`config.mk`:
```
export PLATFORM = sky130hd
export DESIGN_NAME = sdu_cmd_initiator
export DESIGN_NICKNAME = d
export VERILOG_FILES = /design/src/rtl/sdu_host_pkg.sv /design/src/rtl/uart_rx_core.sv /design/src/rtl/sdu_cmd_initiator.sv
export SDC_FILE = /design/constraint.sdc
export NUM_CORES = 1
export LEC_CHECK = 0
export ABC_AREA = 0
export CELL_PAD_IN_SITES_DETAIL_PLACEMENT = 0
export CELL_PAD_IN_SITES_GLOBAL_PLACEMENT = 1
export CORE_UTILIZATION = 42
export CTS_CLUSTER_DIAMETER = 200
export DETAILED_ROUTE_END_ITERATION = 12
export PLACE_DENSITY = 0.84
export SETUP_SLACK_MARGIN = 0.2
export SLEW_MARGIN = 20
export SYNTH_ARGS = -nofsm -noshare
export SYNTH_HDL_FRONTEND = slang
export SYNTH_SLANG_ARGS = --single-unit
```
`constraint.sdc`:
```
create_clock -name clk -period 4.77 [get_ports clk]
set_input_delay 0.954 -clock clk [delete_from_list [all_inputs] [get_ports clk]]
set_output_delay 0.954 -clock clk [all_outputs]
set_load 0.05 [all_outputs]
```
`src/rtl/sdu_host_pkg.sv`:
```
// sdu_host_pkg: shared state types, ASCII constants and hex helper for the debug-host initiator
package sdu_host_pkg;
  typedef enum logic [2:0] {S_IDLE, S_SEND_CMD, S_SEND_SP, S_SEND_HEX, S_SEND_CR, S_WAIT_RSP} host_state_t;
  typedef enum logic [1:0] {RX_IDLE, RX_START, RX_DATA, RX_STOP} rx_state_t;
  localparam logic [7:0] ASCII_CR = 8'h0D;
  localparam logic [7:0] ASCII_SP = 8'h20;
  localparam logic [7:0] PROMPT_DEFAULT = 8'h3E;
  function automatic logic [7:0] nibble_to_ascii(input logic [3:0] n);
    return (n < 4'd10) ? 8'h30 + {4'h0, n} : 8'h37 + {4'h0, n};
  endfunction
endpackage

```
`src/rtl/uart_rx_core.sv`:
```
// uart_rx_core: 8N1 receiver with 2-flop synchronizer, mid-bit sampling and framing check
module uart_rx_core import sdu_host_pkg::*; #(
  parameter int CLKS_PER_BIT = 10417
) (
  input  logic       clk,
  input  logic       rst,
  input  logic       rxd,
  output logic [7:0] rx_byte,
  output logic       rx_strobe
);
  localparam int CW = $clog2(CLKS_PER_BIT);
  localparam logic [CW-1:0] HALF = CW'(CLKS_PER_BIT / 2 - 1);
  localparam logic [CW-1:0] FULL = CW'(CLKS_PER_BIT - 1);
  rx_state_t st;
  logic rx_meta, rx_sync, rx_prev;
  logic [CW-1:0] cnt;
  logic [2:0] bit_idx;
  logic [7:0] sh;
  always_ff @(posedge clk or posedge rst)
    if (rst) begin
      {rx_meta, rx_sync, rx_prev} <= 3'b111;
      st <= RX_IDLE;
      cnt <= '0;
      bit_idx <= '0;
      sh <= '0;
      rx_byte <= '0;
      rx_strobe <= 1'b0;
    end else begin
      rx_meta <= rxd;
      rx_sync <= rx_meta;
      rx_prev <= rx_sync;
      rx_strobe <= 1'b0;
      cnt <= cnt + CW'(1);
      case (st)
        RX_IDLE: begin
          cnt <= '0;
          if (rx_prev && !rx_sync) st <= RX_START;
        end
        RX_START: if (cnt == HALF) begin
          cnt <= '0;
          st <= rx_sync ? RX_IDLE : RX_DATA;
        end
        RX_DATA: if (cnt == FULL) begin
          cnt <= '0;
          sh <= {rx_sync, sh[7:1]};
          bit_idx <= bit_idx + 3'd1;
          if (bit_idx == 3'd7) st <= RX_STOP;
        end
        RX_STOP: if (cnt == FULL) begin
          st <= RX_IDLE;
          rx_strobe <= rx_sync;
          if (rx_sync) rx_byte <= sh;
        end
        default: st <= RX_IDLE;
      endcase
    end
endmodule

```
`src/rtl/sdu_cmd_initiator.sv`:
```
// sdu_cmd_initiator: UART debug-host command sender/response collector; define SDU_HOST_ECHO_DROP_EN to drop pre-CR echo bytes
module sdu_cmd_initiator import sdu_host_pkg::*; #(
  parameter int CLKS_PER_BIT = 10417,
  parameter int TIMEOUT_CYCLES = 50000000,
  parameter logic [7:0] PROMPT_CHAR = PROMPT_DEFAULT
) (
  input  logic        clk,
  input  logic        rst,
  input  logic        cmd_valid,
  output logic        cmd_ready,
  input  logic [7:0]  cmd_char,
  input  logic        cmd_has_arg,
  input  logic [31:0] cmd_arg,
  output logic        txd,
  input  logic        rxd,
  output logic        rsp_valid,
  output logic [7:0]  rsp_byte,
  output logic        rsp_done,
  output logic        rsp_timeout,
  output logic        busy
);
  localparam int BW = $clog2(CLKS_PER_BIT);
  localparam int TW = $clog2(TIMEOUT_CYCLES + 1);
  localparam logic [BW-1:0] FULL = BW'(CLKS_PER_BIT - 1);
  localparam logic [TW-1:0] TLAST = TW'(TIMEOUT_CYCLES - 1);
  host_state_t state, next_state;
  logic has_arg, fwd, rx_strobe;
  logic [31:0] arg_sh;
  logic [2:0] hex_idx;
  logic [8:0] frame;
  logic [3:0] bit_idx;
  logic [BW-1:0] bit_cnt;
  logic [TW-1:0] tmo_cnt;
  logic [7:0] rx_byte, next_byte;
  uart_rx_core #(.CLKS_PER_BIT(CLKS_PER_BIT)) u_rx (
    .clk(clk), .rst(rst), .rxd(rxd), .rx_byte(rx_byte), .rx_strobe(rx_strobe)
  );
  assign cmd_ready = state == S_IDLE;
  assign busy = !cmd_ready;
`ifdef SDU_HOST_ECHO_DROP_EN
  assign fwd = state == S_WAIT_RSP;
`else
  assign fwd = state != S_IDLE;
`endif
  always_comb begin
    next_state = (state == S_SEND_CMD) ? (has_arg ? S_SEND_SP : S_SEND_CR)
               : (state == S_SEND_SP || (state == S_SEND_HEX && hex_idx != 3'd7)) ? S_SEND_HEX
               : (state == S_SEND_HEX) ? S_SEND_CR : S_WAIT_RSP;
    next_byte = (next_state == S_SEND_SP) ? ASCII_SP
              : (next_state == S_SEND_HEX) ? nibble_to_ascii(arg_sh[31:28]) : ASCII_CR;
  end
  // frame holds {stop, data}; the start bit is driven directly when a frame is loaded
  always_ff @(posedge clk or posedge rst)
    if (rst) begin
      state <= S_IDLE;
      txd <= 1'b1;
      has_arg <= 1'b0;
      arg_sh <= '0;
      hex_idx <= '0;
      frame <= '0;
      bit_idx <= '0;
      bit_cnt <= '0;
      tmo_cnt <= '0;
      rsp_valid <= 1'b0;
      rsp_byte <= '0;
      rsp_done <= 1'b0;
      rsp_timeout <= 1'b0;
    end else begin
      rsp_valid <= rx_strobe && fwd;
      if (rx_strobe && fwd) rsp_byte <= rx_byte;
      rsp_done <= 1'b0;
      rsp_timeout <= 1'b0;
      case (state)
        S_IDLE: if (cmd_valid) begin
          state <= S_SEND_CMD;
          has_arg <= cmd_has_arg;
          arg_sh <= cmd_arg;
          hex_idx <= '0;
          frame <= {1'b1, cmd_char};
          txd <= 1'b0;
          bit_idx <= '0;
          bit_cnt <= '0;
        end
        S_WAIT_RSP: begin
          tmo_cnt <= rx_strobe ? '0 : tmo_cnt + TW'(1);
          if (rx_strobe && rx_byte == PROMPT_CHAR) begin
            rsp_done <= 1'b1;
            state <= S_IDLE;
          end else if (tmo_cnt == TLAST) begin
            rsp_timeout <= 1'b1;
            state <= S_IDLE;
          end
        end
        default: if (bit_cnt != FULL) bit_cnt <= bit_cnt + BW'(1);
        else begin
          bit_cnt <= '0;
          if (bit_idx != 4'd9) begin
            bit_idx <= bit_idx + 4'd1;
            txd <= frame[bit_idx];
          end else begin
            state <= next_state;
            bit_idx <= '0;
            frame <= {1'b1, next_byte};
            txd <= next_state == S_WAIT_RSP;
            tmo_cnt <= '0;
            if (next_state == S_SEND_HEX) begin
              arg_sh <= arg_sh << 4;
              hex_idx <= (state == S_SEND_HEX) ? hex_idx + 3'd1 : 3'd0;
            end
          end
        end
      endcase
    end
endmodule

```
==> results of run 1 <==
==> routing by layer <==
metal  vias to the layer above  track usage (%)
li1                       2754                -
met1                      2648             26.9
met2                        97             27.4
met3                        13             4.35
met4                         0             4.68
met5                         -                0
==> stage by stage <==
step	std cells	power [W]	setup slack, ns	cell area, sq um
after detailed placement	1002	0.00273	1.53	8180
after CTS	1034	0.00408	1.28	8770
after global routing	1034	0.00431	1.13	8770
after global placement	1002	0.00271	1.60	8180
final	1034	0.00404	1.29	8770
after floorplan	747	0.00246	2.02	7420
==> area by class of cell <==
type	instances	area share [%]
flip-flops and latches	143	40.9
multi-input cells	541	40.5
repair buffers	67	7.53
clock buffers	18	4.89
well taps	225	3.21
clock inverters	14	1.87
inverters	26	1.16
==> final timing paths <==
check                        startpoint           end  depth (start not counted)
min in group asynchronous           rst   u_rx.cnt[0]                          2
max in group asynchronous           rst   tmo_cnt[20]                          3
hold / removal             u_rx.rx_meta  u_rx.rx_sync                          0
setup reg to reg               state[2]    bit_idx[1]                          7
setup / recovery               state[2]     cmd_ready                          4
hold reg to reg            u_rx.rx_meta  u_rx.rx_sync                          0
==> power groups by stage <==
stage          Combinational, W  Clock (W)  Sequential, W
2_1_floorplan          0.000810          0        0.00165
3_3_place_gp           0.000966          0        0.00174
3_5_place_dp           0.000991          0        0.00174
4_1_cts                0.000990    0.00136        0.00172
5_1_grt                 0.00111    0.00142        0.00177
6_report               0.000981    0.00134        0.00172
==> layout by cell type, fill, tap and decap left out, types with 3 or more instances in the layout <==
cell type / n
sky130_fd_sc_hd__inv_8: 5
sky130_fd_sc_hd__xor2_1: 14
sky130_fd_sc_hd__nand3_1: 33
sky130_fd_sc_hd__nand2b_1: 7
sky130_fd_sc_hd__mux2_4: 20
sky130_fd_sc_hd__o21ai_0: 42
sky130_fd_sc_hd__nor3_1: 13
sky130_fd_sc_hd__a31oi_1: 11
sky130_fd_sc_hd__and4_1: 9
sky130_fd_sc_hd__a211oi_1: 6
sky130_fd_sc_hd__inv_1: 24
sky130_fd_sc_hd__nor2_1: 44
sky130_fd_sc_hd__o31ai_1: 15
sky130_fd_sc_hd__nand4_1: 18
sky130_fd_sc_hd__or3_1: 11
sky130_fd_sc_hd__nor2b_1: 5
sky130_fd_sc_hd__mux2i_1: 5
sky130_fd_sc_hd__a21o_1: 3
sky130_fd_sc_hd__nand4b_1: 3
sky130_fd_sc_hd__o211ai_1: 4
sky130_fd_sc_hd__and3_1: 8
sky130_fd_sc_hd__mux2_1: 4
sky130_fd_sc_hd__or4_1: 3
sky130_fd_sc_hd__xnor2_1: 10
sky130_fd_sc_hd__and2_1: 7
sky130_fd_sc_hd__a22o_1: 4
sky130_fd_sc_hd__dfrtp_1: 139
sky130_fd_sc_hd__a21oi_1: 16
sky130_fd_sc_hd__nand2_1: 136
sky130_fd_sc_hd__clkdlybuf4s50_1: 58
sky130_fd_sc_hd__nor4_1: 9
sky130_fd_sc_hd__dfstp_2: 4
sky130_fd_sc_hd__ha_1: 12
sky130_fd_sc_hd__nor3b_1: 3
sky130_fd_sc_hd__clkbuf_16: 17
sky130_fd_sc_hd__nor4b_1: 6
sky130_fd_sc_hd__mux2_2: 32
sky130_fd_sc_hd__buf_4: 8
sky130_fd_sc_hd__inv_6: 6
==> registers in the layout, summed over array words and instances, names as in the netlist, 3 cells and up, named ones only <==
| register | flops |
|---|---|
| u_rx.sh | 8 |
| rsp_byte | 8 |
| frame | 9 |
| bit_idx | 4 |
| bit_cnt | 14 |
| arg_sh | 32 |
| u_rx.rx_byte | 8 |
| hex_idx | 3 |
| tmo_cnt | 26 |
| u_rx.cnt | 14 |
| state | 3 |
| u_rx.bit_idx | 3 |
==> logic make-up (layout without fill, tap and decap cells) <==
| logic type | after synthesis | in the layout | share of synthesized area [%] |
|---|---|---|---|
| AND/OR/NAND/NOR | 327 | 327 | 22.2 |
| flip-flops | 143 | 143 | 48.3 |
| AO/OA/AOI/OAI | 115 | 115 | 9.97 |
| multiplexers | 63 | 63 | 10.8 |
| buffers and inverters | 63 | 125 | 3.83 |
| XOR/XNOR | 24 | 24 | 2.83 |
| adder cells (fa/ha/maj) | 12 | 12 | 2.02 |
==> worst reg2reg max path, stage by stage, from the launching register on <==
cell and delay, ns:
sky130_fd_sc_hd__dfrtp_1 0.50, sky130_fd_sc_hd__nor2_1 0.22, sky130_fd_sc_hd__nand2_1 0.11, sky130_fd_sc_hd__inv_2 0.37
sky130_fd_sc_hd__buf_4 0.57, sky130_fd_sc_hd__nor2_1 0.15, sky130_fd_sc_hd__nor2_1 0.55, sky130_fd_sc_hd__o21ai_0 0.17
==> out/qor.log, run 1 <==
qor: outcome.outcome finished clean
qor: power_and_ir_drop.power.switching_fraction 33.3%
qor: detailed_routing.detail_route.wirelength 15200 um
qor: worst_setup_path.worst_ep_required_time 3.82 ns
qor: power_and_ir_drop.vdd.ir_drop.worst 274 uV
qor: worst_setup_path.critPathSlowestCell sky130_fd_sc_hd__clkdlybuf4s50_1
qor: detailed_routing.highest_layer met4
qor: timing.final.min_clock_period 3.48 ns
qor: detailed_routing.met1Wirelength 7560 um
qor: placement.place.gp.congestion 0.778
qor: yosys.synthesis.instances 747
qor: yosys.synth-edff-count 0
qor: worst_setup_path.critical_path_buf_inv_count 2
qor: layout.drive_above_1_share 13.1%
qor: yosys.synth_most_common_cell sky130_fd_sc_hd__dfrtp_1
qor: timing.finalCritPeriodShare 73.0%
qor: clocking.cts_sinks 143
qor: grt.grt_antenna_before_repair 0
qor: grt.grt_use_total 18.4%
qor: power_and_ir_drop.cell_internal_power 0.00270 W
qor: layout.final_core_utilization 50.7%
qor: min_path.timing.hold.worst.class register to register
qor: grt.global_route.overflow_total 0
qor: clocking.clk_pin_slew 0.06 ns
qor: layout.multiInputGateArea 0.00355 sq mm
qor: worst_setup_path.crit_chain nor2_1 -> nand2_1 -> inv_2 -> clkdlybuf4s50_1
qor: floorplanning.initial_utilization 42.9%
qor: clocking.tritoncts.num_buffers 17
qor: power_and_ir_drop.p_seq_share 42.7%
qor: run.max-cap-violations 0
qor: worst_setup_path.timing.critical_path.fanout_max 23
qor: clocking.holdBufCountCts 0
qor: grt.grt_pass1_wl 26600 um
qor: timing.finClkSkew 0.00869 ns
qor: placement.dp_hpwl 10100 um
qor: yosys.ys_warn_count 0
qor: detailed_routing.detailroute.wirelength.met3 608 um
qor: floorplanning.die_height 135 um
qor: yosys.post_synth_instance_area 0.00742 sq mm
qor: yosys.yosysTopAreaCellShare 46.9%
qor: yosys.ys_top_cells_by_area sky130_fd_sc_hd__dfrtp_1 (47%), sky130_fd_sc_hd__nand2_1 (6.9%), sky130_fd_sc_hd__mux2_2 (4.9%), sky130_fd_sc_hd__mux2_4 (4.0%), sky130_fd_sc_hd__o21ai_0 (2.8%)
qor: layout.n_antenna_cell 0
qor: worst_setup_path.crit_arrival 2.53 ns
qor: timing.timing_hold_violations_final 0
qor: power_and_ir_drop.power_switching 0.00135 W
qor: detailed_routing.first_pass_iters 4
qor: worst_setup_path.critical-path-top-delay-family buffers and inverters
qor: timing.finalSetupViolations 0
qor: yosys.synth.largest_area_cell sky130_fd_sc_hd__dfrtp_1
qor: yosys.synth.yosys.seq_area_share 48.3%
qor: clocking.post_cts_buffers 0
qor: power_and_ir_drop.comb_power_share 24.3%
qor: floorplanning.chipWidth 135 um
qor: yosys.synthesis.area_per_instance 9.93 sq um
qor: detailed_routing.num_vias 5512
qor: detailed_routing.dr.first_iter.drc_count 253
qor: timing.grt_setup_unrepaired no
qor: yosys.async_reset_ff_share 100%
qor: worst_setup_path.setup.worst_path.class register to output port
qor: placement.io_buffers 58
qor: power_and_ir_drop.power_frac_clock 33.1%
qor: timing.fin_tns_setup 0 ns
qor: yosys.synthesis.nets 804
qor: clocking.cts_repair_resize_count 0
qor: grt.grt_max_degree 80
qor: clocking.worstSkewPairLatency 0.43 ns
qor: timing.fin_hold_ws 0.356 ns
qor: floorplanning.die_area 0.0182 sq mm
qor: detailed_routing.drt-vias-per-instance 5.33
qor: layout.flow.area_growth_from_synthesis 18.2%
qor: floorplanning.std_cell_rows 48
qor: yosys.dominantRegCellSynth sky130_fd_sc_hd__dfrtp_1
qor: detailed_routing.drt_drc_violations_left 0
qor: worst_setup_path.setup.worst_path.end_class output port
qor: timing.final_max_slew_viol_count 0
qor: yosys.postSynthRegisterBits 143
qor: clocking.cts_root_buffer sky130_fd_sc_hd__clkbuf_16
qor: floorplanning.placeableCoreArea 0.0173 sq mm
qor: layout.final-seq-area 0.00358 sq mm
qor: clocking.cts_buffer_depth 2
qor: power_and_ir_drop.power_leakage 3.96 nW
qor: floorplanning.num_io_pins 59
qor: grt.grt_pass1_vias 5337
qor: timing.max_slew_margin 33.9%
qor: worst_setup_path.reg2reg_setup_slack 1.99 ns
qor: layout.layout.filler_cells 1595
qor: clocking.cts_tree built
qor: detailed_routing.routedWlPerCell 14.7 um
qor: timing.worst-slew-pin-transition 0.990 ns
qor: worst_setup_path.start_kind register
qor: clocking.h-tree-depth 4
qor: power_and_ir_drop.power_density 461 mW/mm^2
qor: detailed_routing.antenna_violating_nets_post_route 0
qor: layout.nNetsFinal 853
qor: yosys.netlist-cell-type-count 63
qor: yosys.synth_common_cells sky130_fd_sc_hd__dfrtp_1 (139), sky130_fd_sc_hd__nand2_1 (136), sky130_fd_sc_hd__nor2_1 (44)
qor: timing.fmaxAchievable 287 MHz
qor: worst_setup_path.cpPeakStageDelay 0.90 ns
qor: detailed_routing.route.met2.wl 6930 um
Power figures use the tool's default switching activity.
==> inputs of run 2 (changes only) <==
==> constraint.sdc (replaced) <==
create_clock -name clk -period 3 [get_ports clk]
set_input_delay 0.6 -clock clk [delete_from_list [all_inputs] [get_ports clk]]
set_output_delay 0.6 -clock clk [all_outputs]
set_load 0.05 [all_outputs]
==> run 2 against run 1 <==
Compared with the run above: critical path depth rose by 1; sequential power increased by 60%; largest cell class unchanged; register-to-register slack got worse by 1.4 ns; total power grew 63%; flip-flop and latch count is the same; global-route usage about the same; final cell count grew 0.87%; count of clock-buffer cells in the layout rose by 1; setup slack worse by 0.88 ns; clock skew is 0.00062 ns higher; sequential share of layout area decreased by 0.74 points; utilization grew 0.95 points; critical endpoint unchanged; highest routed layer unchanged.
==> out/qor.log, run 2 (same netlist as run 1, synthesis figures left out) <==
qor: timing.grt_setup_unrepaired no
qor: run.max-cap-violations 0 [unchanged]
qor: layout.nNetsFinal 862 [+1.1%]
qor: layout.layout_top_registers arg_sh x32, tmo_cnt x26
qor: floorplanning.die_area 0.0182 sq mm [unchanged]
qor: detailed_routing.drt_drc_violations_left 0 [unchanged]
qor: detailed_routing.detail_route.wirelength 15400 um [+1.0%]
qor: timing.finClkSkew 0.00930 ns [+0.000618 ns]
qor: grt.grtUsageMet2 28.0% [+0.54 points]
qor: grt.global_route.usage.met3 4.24% [-0.11 points]
qor: clocking.clk_pin_slew 0.06 ns [about the same]
qor: placement.place.gp.congestion 0.833 [+7.1%]
qor: timing.worst-slew-pin-transition 0.612 ns [-0.378 ns]
qor: grt.grt_use_total 18.5% [+0.034 points]
qor: placement.dp_hpwl 10200 um [+1.6%]
qor: floorplanning.chipWidth 135 um [unchanged]
qor: power_and_ir_drop.power_leakage 4.04 nW [+2.1%]
qor: layout.flow.area_growth_from_synthesis 20.5%
qor: timing.max_slew_margin 59.1% [+25 points]
qor: clocking.holdBufCountCts 0 [unchanged]
qor: floorplanning.placeableCoreArea 0.0173 sq mm [unchanged]
qor: power_and_ir_drop.power_switching 0.00206 W [+53%]
qor: timing.timing_hold_violations_final 0 [unchanged]
qor: worst_setup_path.setup.worst_path.end_class output port
qor: clocking.cts_root_buffer sky130_fd_sc_hd__clkbuf_16
qor: grt.global_route.overflow_total 0 [unchanged]
qor: grt.grt_pass1_wl 26600 um [+0.29%]
qor: power_and_ir_drop.power_frac_clock 34.4% [+1.3 points]
qor: outcome.outcome finished clean
qor: layout.mostFrequentLayoutCells sky130_fd_sc_hd__dfrtp_1 (138), sky130_fd_sc_hd__nand2_1 (136), sky130_fd_sc_hd__clkdlybuf4s50_1 (56)
qor: clocking.cts_tree built
qor: floorplanning.std_cell_rows 48 [unchanged]
qor: min_path.timing.hold.worst.class register to register
qor: timing.final_max_slew_viol_count 0 [unchanged]
qor: worst_setup_path.crit_arrival 1.99 ns [-0.54 ns]
qor: detailed_routing.dr.first_iter.drc_count 406 [+60%]
qor: detailed_routing.antenna_violating_nets_post_route 0 [unchanged]
qor: worst_setup_path.start_kind register
qor: power_and_ir_drop.p_seq_share 41.7% [-1.0 points]
qor: timing.fin_tns_setup 0 ns [unchanged]
qor: grt.grt_busiest_layer met2
qor: floorplanning.die_height 135 um [unchanged]
qor: clocking.cts_sinks 143 [unchanged]
qor: layout.layout.cells.most_common sky130_fd_sc_hd__dfrtp_1
qor: detailed_routing.num_vias 5573 [+1.1%]
qor: clocking.cts_buffer_depth 2 [unchanged]
qor: grt.groute.layer.met1.usage 26.0% [-0.92 points]
qor: layout.layout.filler_cells 1580 [-0.94%]
qor: timing.final.min_clock_period 2.59 ns
qor: timing.fmaxAchievable 385 MHz
qor: detailed_routing.first_pass_iters 4 [unchanged]
qor: grt.grt_antenna_before_repair 0 [unchanged]
qor: detailed_routing.routedWlPerCell 14.8 um [+0.16%]
qor: layout.largest_register_ffs 32 [unchanged]
qor: worst_setup_path.setup.worst_path.class register to output port
qor: power_and_ir_drop.comb_power_share 23.9% [-0.4 points]
qor: layout.largest-register arg_sh
qor: floorplanning.initial_utilization 42.9% [unchanged]
qor: detailed_routing.drt-vias-per-instance 5.34 [+0.23%]
qor: power_and_ir_drop.power.switching_fraction 31.3% [-2.0 points]
qor: grt.grt_pass1_vias 5359 [+0.41%]
qor: timing.finalSetupViolations 0 [unchanged]
qor: power_and_ir_drop.finalPower 0.00660 W [+63%]
qor: power_and_ir_drop.power_density 738 mW/mm^2 [+60%]
qor: grt.grt_max_degree 45 [-44%]
qor: worst_setup_path.worst_ep_required_time 2.40 ns [-1.42 ns]
qor: clocking.h-tree-depth 4 [unchanged]
qor: timing.finalCritPeriodShare 86.5%
qor: layout.n_antenna_cell 0 [unchanged]
qor: power_and_ir_drop.vdd.ir_drop.worst 465 uV [+69%]
qor: power_and_ir_drop.cell_internal_power 0.00453 W [+68%]
qor: clocking.worstSkewPairLatency 0.43 ns [about the same]
qor: worst_setup_path.timing.critical_path.fanout_max 25 [+8.7%]
qor: clocking.tritoncts.num_buffers 17 [unchanged]
qor: placement.io_buffers 58 [unchanged]
qor: floorplanning.num_io_pins 59 [unchanged]
qor: layout.drive_above_1_share 14.4% [+1.3 points]
-- run 2: worst paths after layout --
check / startpoint / to / slack [ns] / depth (start not counted)
worst max-delay path: state[2] / cmd_ready / 0.41 / 5
worst min-delay path: u_rx.rx_meta / u_rx.rx_sync / 0.35 / 0
worst max register to register: bit_cnt[1] / arg_sh[26] / 0.55 / 8
worst min register to register: u_rx.rx_meta / u_rx.rx_sync / 0.35 / 0
max in group asynchronous: rst / txd / 1.80 / 3
min in group asynchronous: rst / u_rx.cnt[1] / 0.55 / 2
-- run 2: layout make-up --
type                            instances  area (sq um)  share of cell area [%]
Clock buffer                           19           443                    4.96
Clock inverter                         13           186                    2.09
Sequential cell                       143          3580                    40.1
Inverter                               26           104                    1.16
Tap cell                              225           282                    3.15
Multi-Input combinational cell        541          3550                    39.7
Timing Repair Buffer                   76           786                    8.79
-- run 2: per-stage QoR --
step	util [%]	cell area, sq um	hold slack (ns)	instances	setup slack [ns]
finish	51.7	8940	0.355	1043	0.406
global route	51.7	8940	0.360	1043	0.301
CTS	51.6	8930	0.355	1043	0.285
detailed placement	48.0	8300	0.347	1011	0.370
global placement	48.0	8300	0.348	1011	0.383
floorplan	-	7420	0.345	747	0.599
-- run 2: what timing repair did --
| action | CTS | global route |
|---|---|---|
| buffers inserted | 0 | 0 |
| resized for setup | 0 | 3 |
| endpoints found under the setup margin | 0 | 1 |
-- run 2: power groups by stage --
stage	clock network [W]	logic (W)	registers, W
6_report	0.00227	0.00158	0.00275
5_1_grt	0.00238	0.00179	0.00283
4_1_cts	0.00231	0.00160	0.00275
3_5_place_dp	0	0.00159	0.00278
3_3_place_gp	0	0.00156	0.00277
2_1_floorplan	0	0.00129	0.00262
-- run 2: worst max-delay path: stages (launching register included) --
cell and delay, ns:
sky130_fd_sc_hd__dfrtp_1 0.51, sky130_fd_sc_hd__nor2_1 0.23, sky130_fd_sc_hd__nand2_1 0.13, sky130_fd_sc_hd__inv_4 0.25
sky130_fd_sc_hd__buf_4 0.27, sky130_fd_sc_hd__buf_12 0.16
-- run 2: layer usage --
| layer | routed length, um | up-vias | part of all wire (%) |
|---|---|---|---|
| met5 | 0 | - | 0 |
| met4 | 229 | 0 | 1.5 |
| met3 | 532 | 22 | 3.5 |
| met2 | 6950 | 89 | 45 |
| met1 | 7680 | 2697 | 50 |
| li1 | - | 2765 | - |
==> inputs of run 3 (changes only) <==
--- a/config.mk
+++ b/config.mk
@@ -6,12 +6,13 @@
 export NUM_CORES = 1
 export LEC_CHECK = 0
 export ABC_AREA = 0
+export ABC_CLOCK_PERIOD_IN_PS = 2500
 export CELL_PAD_IN_SITES_DETAIL_PLACEMENT = 0
 export CELL_PAD_IN_SITES_GLOBAL_PLACEMENT = 1
-export CORE_UTILIZATION = 42
+export CORE_UTILIZATION = 46
 export CTS_CLUSTER_DIAMETER = 200
 export DETAILED_ROUTE_END_ITERATION = 12
-export PLACE_DENSITY = 0.84
+export PLACE_DENSITY = 0.87
 export SETUP_SLACK_MARGIN = 0.2
 export SLEW_MARGIN = 20
 export SYNTH_ARGS = -nofsm -noshare
==> constraint.sdc (replaced) <==
create_clock -name clk -period 2.5 [get_ports clk]
set_input_delay 0.5 -clock clk [delete_from_list [all_inputs] [get_ports clk]]
set_output_delay 0.5 -clock clk [all_outputs]
set_load 0.05 [all_outputs]
==> run 3 against run 2 <==
Compared with the run above: critical path depth fell by 4; global-route usage rose by 2.4 points; sequential share of layout area fell by 0.69 points; via count rose by 5.0%; sequential power rose by 18%; combinational power rose by 31%; clock power rose by 19%; hold slack improved by 0.0026 ns; critical path type unchanged; critical endpoint is now txd; largest cell class unchanged.
==> out/qor.log, run 3 (same netlist as run 1, synthesis figures left out) <==
qor: placement.dp_hpwl 11000 um [+7.1%]
qor: worst_setup_path.start_kind register
qor: worst_setup_path.crit_chain clkdlybuf4s50_1
qor: layout.drive_above_1_share 15.9% [+1.5 points]
qor: timing.finalSetupViolations 0 [unchanged]
qor: grt.grt_use_total 20.8% [+2.4 points]
qor: floorplanning.chipWidth 129 um [-4.4%]
qor: timing.fmaxAchievable 443 MHz
qor: grt.grt_max_degree 48 [+6.7%]
qor: placement.io_buffers 58 [unchanged]
qor: worst_setup_path.setup.worst_path.end_class output port
qor: timing.final_max_slew_viol_count 0 [unchanged]
qor: detailed_routing.dr.first_iter.drc_count 433 [+6.7%]
qor: timing.fin_tns_setup 0 ns [unchanged]
qor: layout.multiInputGateArea 0.00356 sq mm [+0.21%]
qor: worst_setup_path.critical_path_buf_inv_count 1 [-2]
qor: clocking.cts_root_buffer sky130_fd_sc_hd__clkbuf_16
qor: clocking.clk_pin_slew 0.06 ns [about the same]
qor: worst_setup_path.setup.worst_path.class register to output port
qor: layout.n_antenna_cell 0 [unchanged]
qor: layout.layout.cell_area.non_filler 0.00909 sq mm [+1.8%]
qor: worst_setup_path.critical-path-top-delay-family buffers and inverters
qor: timing.worst-slew-pin-transition 0.617 ns [+0.00502 ns]
qor: grt.grt_pass1_wl 27400 um [+2.8%]
qor: layout.final-seq-area 0.00358 sq mm [unchanged]
qor: layout.flow.area_growth_from_synthesis 22.6%
qor: floorplanning.die_height 129 um [-4.4%]
qor: clocking.cts_buffer_depth 2 [unchanged]
qor: layout.layout_top_registers arg_sh x32, tmo_cnt x26
qor: clocking.cts_sinks 143 [unchanged]
qor: timing.final.min_clock_period 2.26 ns
qor: outcome.outcome finished clean
qor: layout.layout.filler_cells 1301 [-18%]
qor: power_and_ir_drop.power_density 884 mW/mm^2 [+20%]
qor: timing.max_slew_margin 58.7% [-0.34 points]
qor: layout.layout.cells.most_common sky130_fd_sc_hd__dfrtp_1
qor: run.max-cap-violations 0 [unchanged]
qor: layout.largest-register arg_sh
qor: layout.mostFrequentLayoutCells sky130_fd_sc_hd__dfrtp_1 (138), sky130_fd_sc_hd__nand2_1 (136), sky130_fd_sc_hd__clkdlybuf4s50_1 (56)
qor: grt.grt_pass1_vias 5725 [+6.8%]
qor: floorplanning.die_area 0.0166 sq mm [-8.6%]
qor: layout.largest_register_ffs 32 [unchanged]
qor: floorplanning.num_io_pins 59 [unchanged]
qor: timing.fin_ws 0.241 ns [-0.165 ns]
qor: floorplanning.initial_utilization 46.9% [+4.0 points]
qor: power_and_ir_drop.power_leakage 4.13 nW [+2.1%]
qor: detailed_routing.drt_drc_violations_left 0 [unchanged]
qor: detailed_routing.antenna_violating_nets_post_route 0 [unchanged]
qor: timing.grt_setup_unrepaired yes
qor: floorplanning.std_cell_rows 46 [-4.2%]
qor: floorplanning.placeableCoreArea 0.0158 sq mm [-8.5%]
qor: timing.timing_hold_violations_final 0 [unchanged]
qor: detailed_routing.routedWlPerCell 15.3 um [+3.9%]
qor: detailed_routing.drt-vias-per-instance 5.60 [+4.8%]
qor: grt.grt_antenna_before_repair 0 [unchanged]
qor: clocking.tritoncts.num_buffers 17 [unchanged]
qor: worst_setup_path.crit_arrival 1.76 ns [-0.23 ns]
qor: timing.fin_hold_ws 0.357 ns [+0.00264 ns]
qor: layout.nNetsFinal 873 [+1.3%]
qor: min_path.timing.hold.worst.class register to register
qor: clocking.h-tree-depth 4 [unchanged]
qor: worst_setup_path.timing.critical_path.fanout_max 2 [-92%]
qor: power_and_ir_drop.vdd.ir_drop.worst 568 uV [+22%]
qor: timing.finalCritPeriodShare 90.4%
qor: clocking.cts_tree built
qor: placement.place.gp.congestion 0.871 [+4.5%]
qor: placement.placed_area 0.00836 sq mm [+0.71%]
qor: placement.post-place-ws -0.0354 ns [-0.405 ns]
qor: clocking.worstSkewPairLatency 0.42 ns [about the same]
qor: detailed_routing.num_vias 5851 [+5.0%]
qor: grt.global_route.overflow_total 0 [unchanged]
qor: worst_setup_path.critPathSlowestCell sky130_fd_sc_hd__clkdlybuf4s50_1
qor: detailed_routing.first_pass_iters 5 [+1]
qor: timing.finClkSkew 0.00661 ns [-0.00270 ns]
qor: worst_setup_path.cpPeakStageDelay 0.80 ns [+0.29 ns]
qor: detailed_routing.detail_route.wirelength 16000 um [+4.1%]
qor: worst_setup_path.worst_ep_required_time 2.00 ns [-0.40 ns]
qor: power_and_ir_drop.finalPower 0.00803 W [+22%]
-- run 3: changes by cell type in the layout (fill, tap and decap cells not counted), moves of 2 or more --
cell / previous run / this run
sky130_fd_sc_hd__buf_12: 6 / 9
sky130_fd_sc_hd__inv_6: 2 / 4
sky130_fd_sc_hd__buf_4: 14 / 19
sky130_fd_sc_hd__clkbuf_16: 17 / 19
-- run 3: cell type report --
cell class / count / share of cell area (%)
multi-input combinational: 541 / 39.1
clock buffer: 17 / 4.68
timing repair buffer: 87 / 10.4
sequential: 143 / 39.4
inverter: 26 / 1.11
tap: 216 / 2.97
clock inverter: 15 / 2.28
-- run 3: what timing repair did --
item,4_1_cts,5_1_grt
hold buffers,0,0
pin swaps,0,2
setup endpoints to repair,29,50
buffers inserted,0,3
cloned,0,2
gates resized for setup,1,4
-- run 3: through the flow --
stage          utilization [%]  cells
2_1_floorplan                -    747
3_3_place_gp              52.8   1008
3_5_place_dp              52.8   1008
4_1_cts                   56.8   1040
5_1_grt                   57.4   1045
6_report                  57.4   1045
-- run 3: per-layer routing --
metal | GRT usage, % | share of wire (%) | wire length (um) | vias up
met3 | 3.66 | 4.0 | 639 | 25
met2 | 34.0 | 49 | 7890 | 145
met5 | 0 | 0 | 0 | -
li1 | - | - | - | 2786
met1 | 27.0 | 45 | 7150 | 2895
met4 | 9.83 | 2.1 | 338 | 0
-- run 3: where the power goes --
group          switching [W]  internal [W]
logic                0.00107       0.00100
registers           0.000446       0.00281
clock network        0.00102       0.00169
total                0.00254       0.00550
-- run 3: final timing paths --
check                      cells after the start           end  slack [ns]    startpoint
setup / recovery                               1           txd        0.24           txd
hold / removal                                 0  u_rx.rx_sync        0.36  u_rx.rx_meta
setup reg to reg                               9     arg_sh[4]        0.31    bit_cnt[0]
hold reg to reg                                0  u_rx.rx_sync        0.36  u_rx.rx_meta
max in group asynchronous                      3      frame[6]        1.37           rst
min in group asynchronous                      2   u_rx.cnt[1]        0.50           rst
-- run 3: worst reg2reg max path, delay by kind of cell (launching register included) --
family | cells | cell delay [ns]
AO/OA/AOI/OAI | 2 | 0.28
adder cells (fa/ha/maj) | 1 | 0.16
flip-flops | 1 | 0.42
buffers and inverters | 3 | 0.43
AND/OR/NAND/NOR | 2 | 0.49
multiplexers | 1 | 0.31
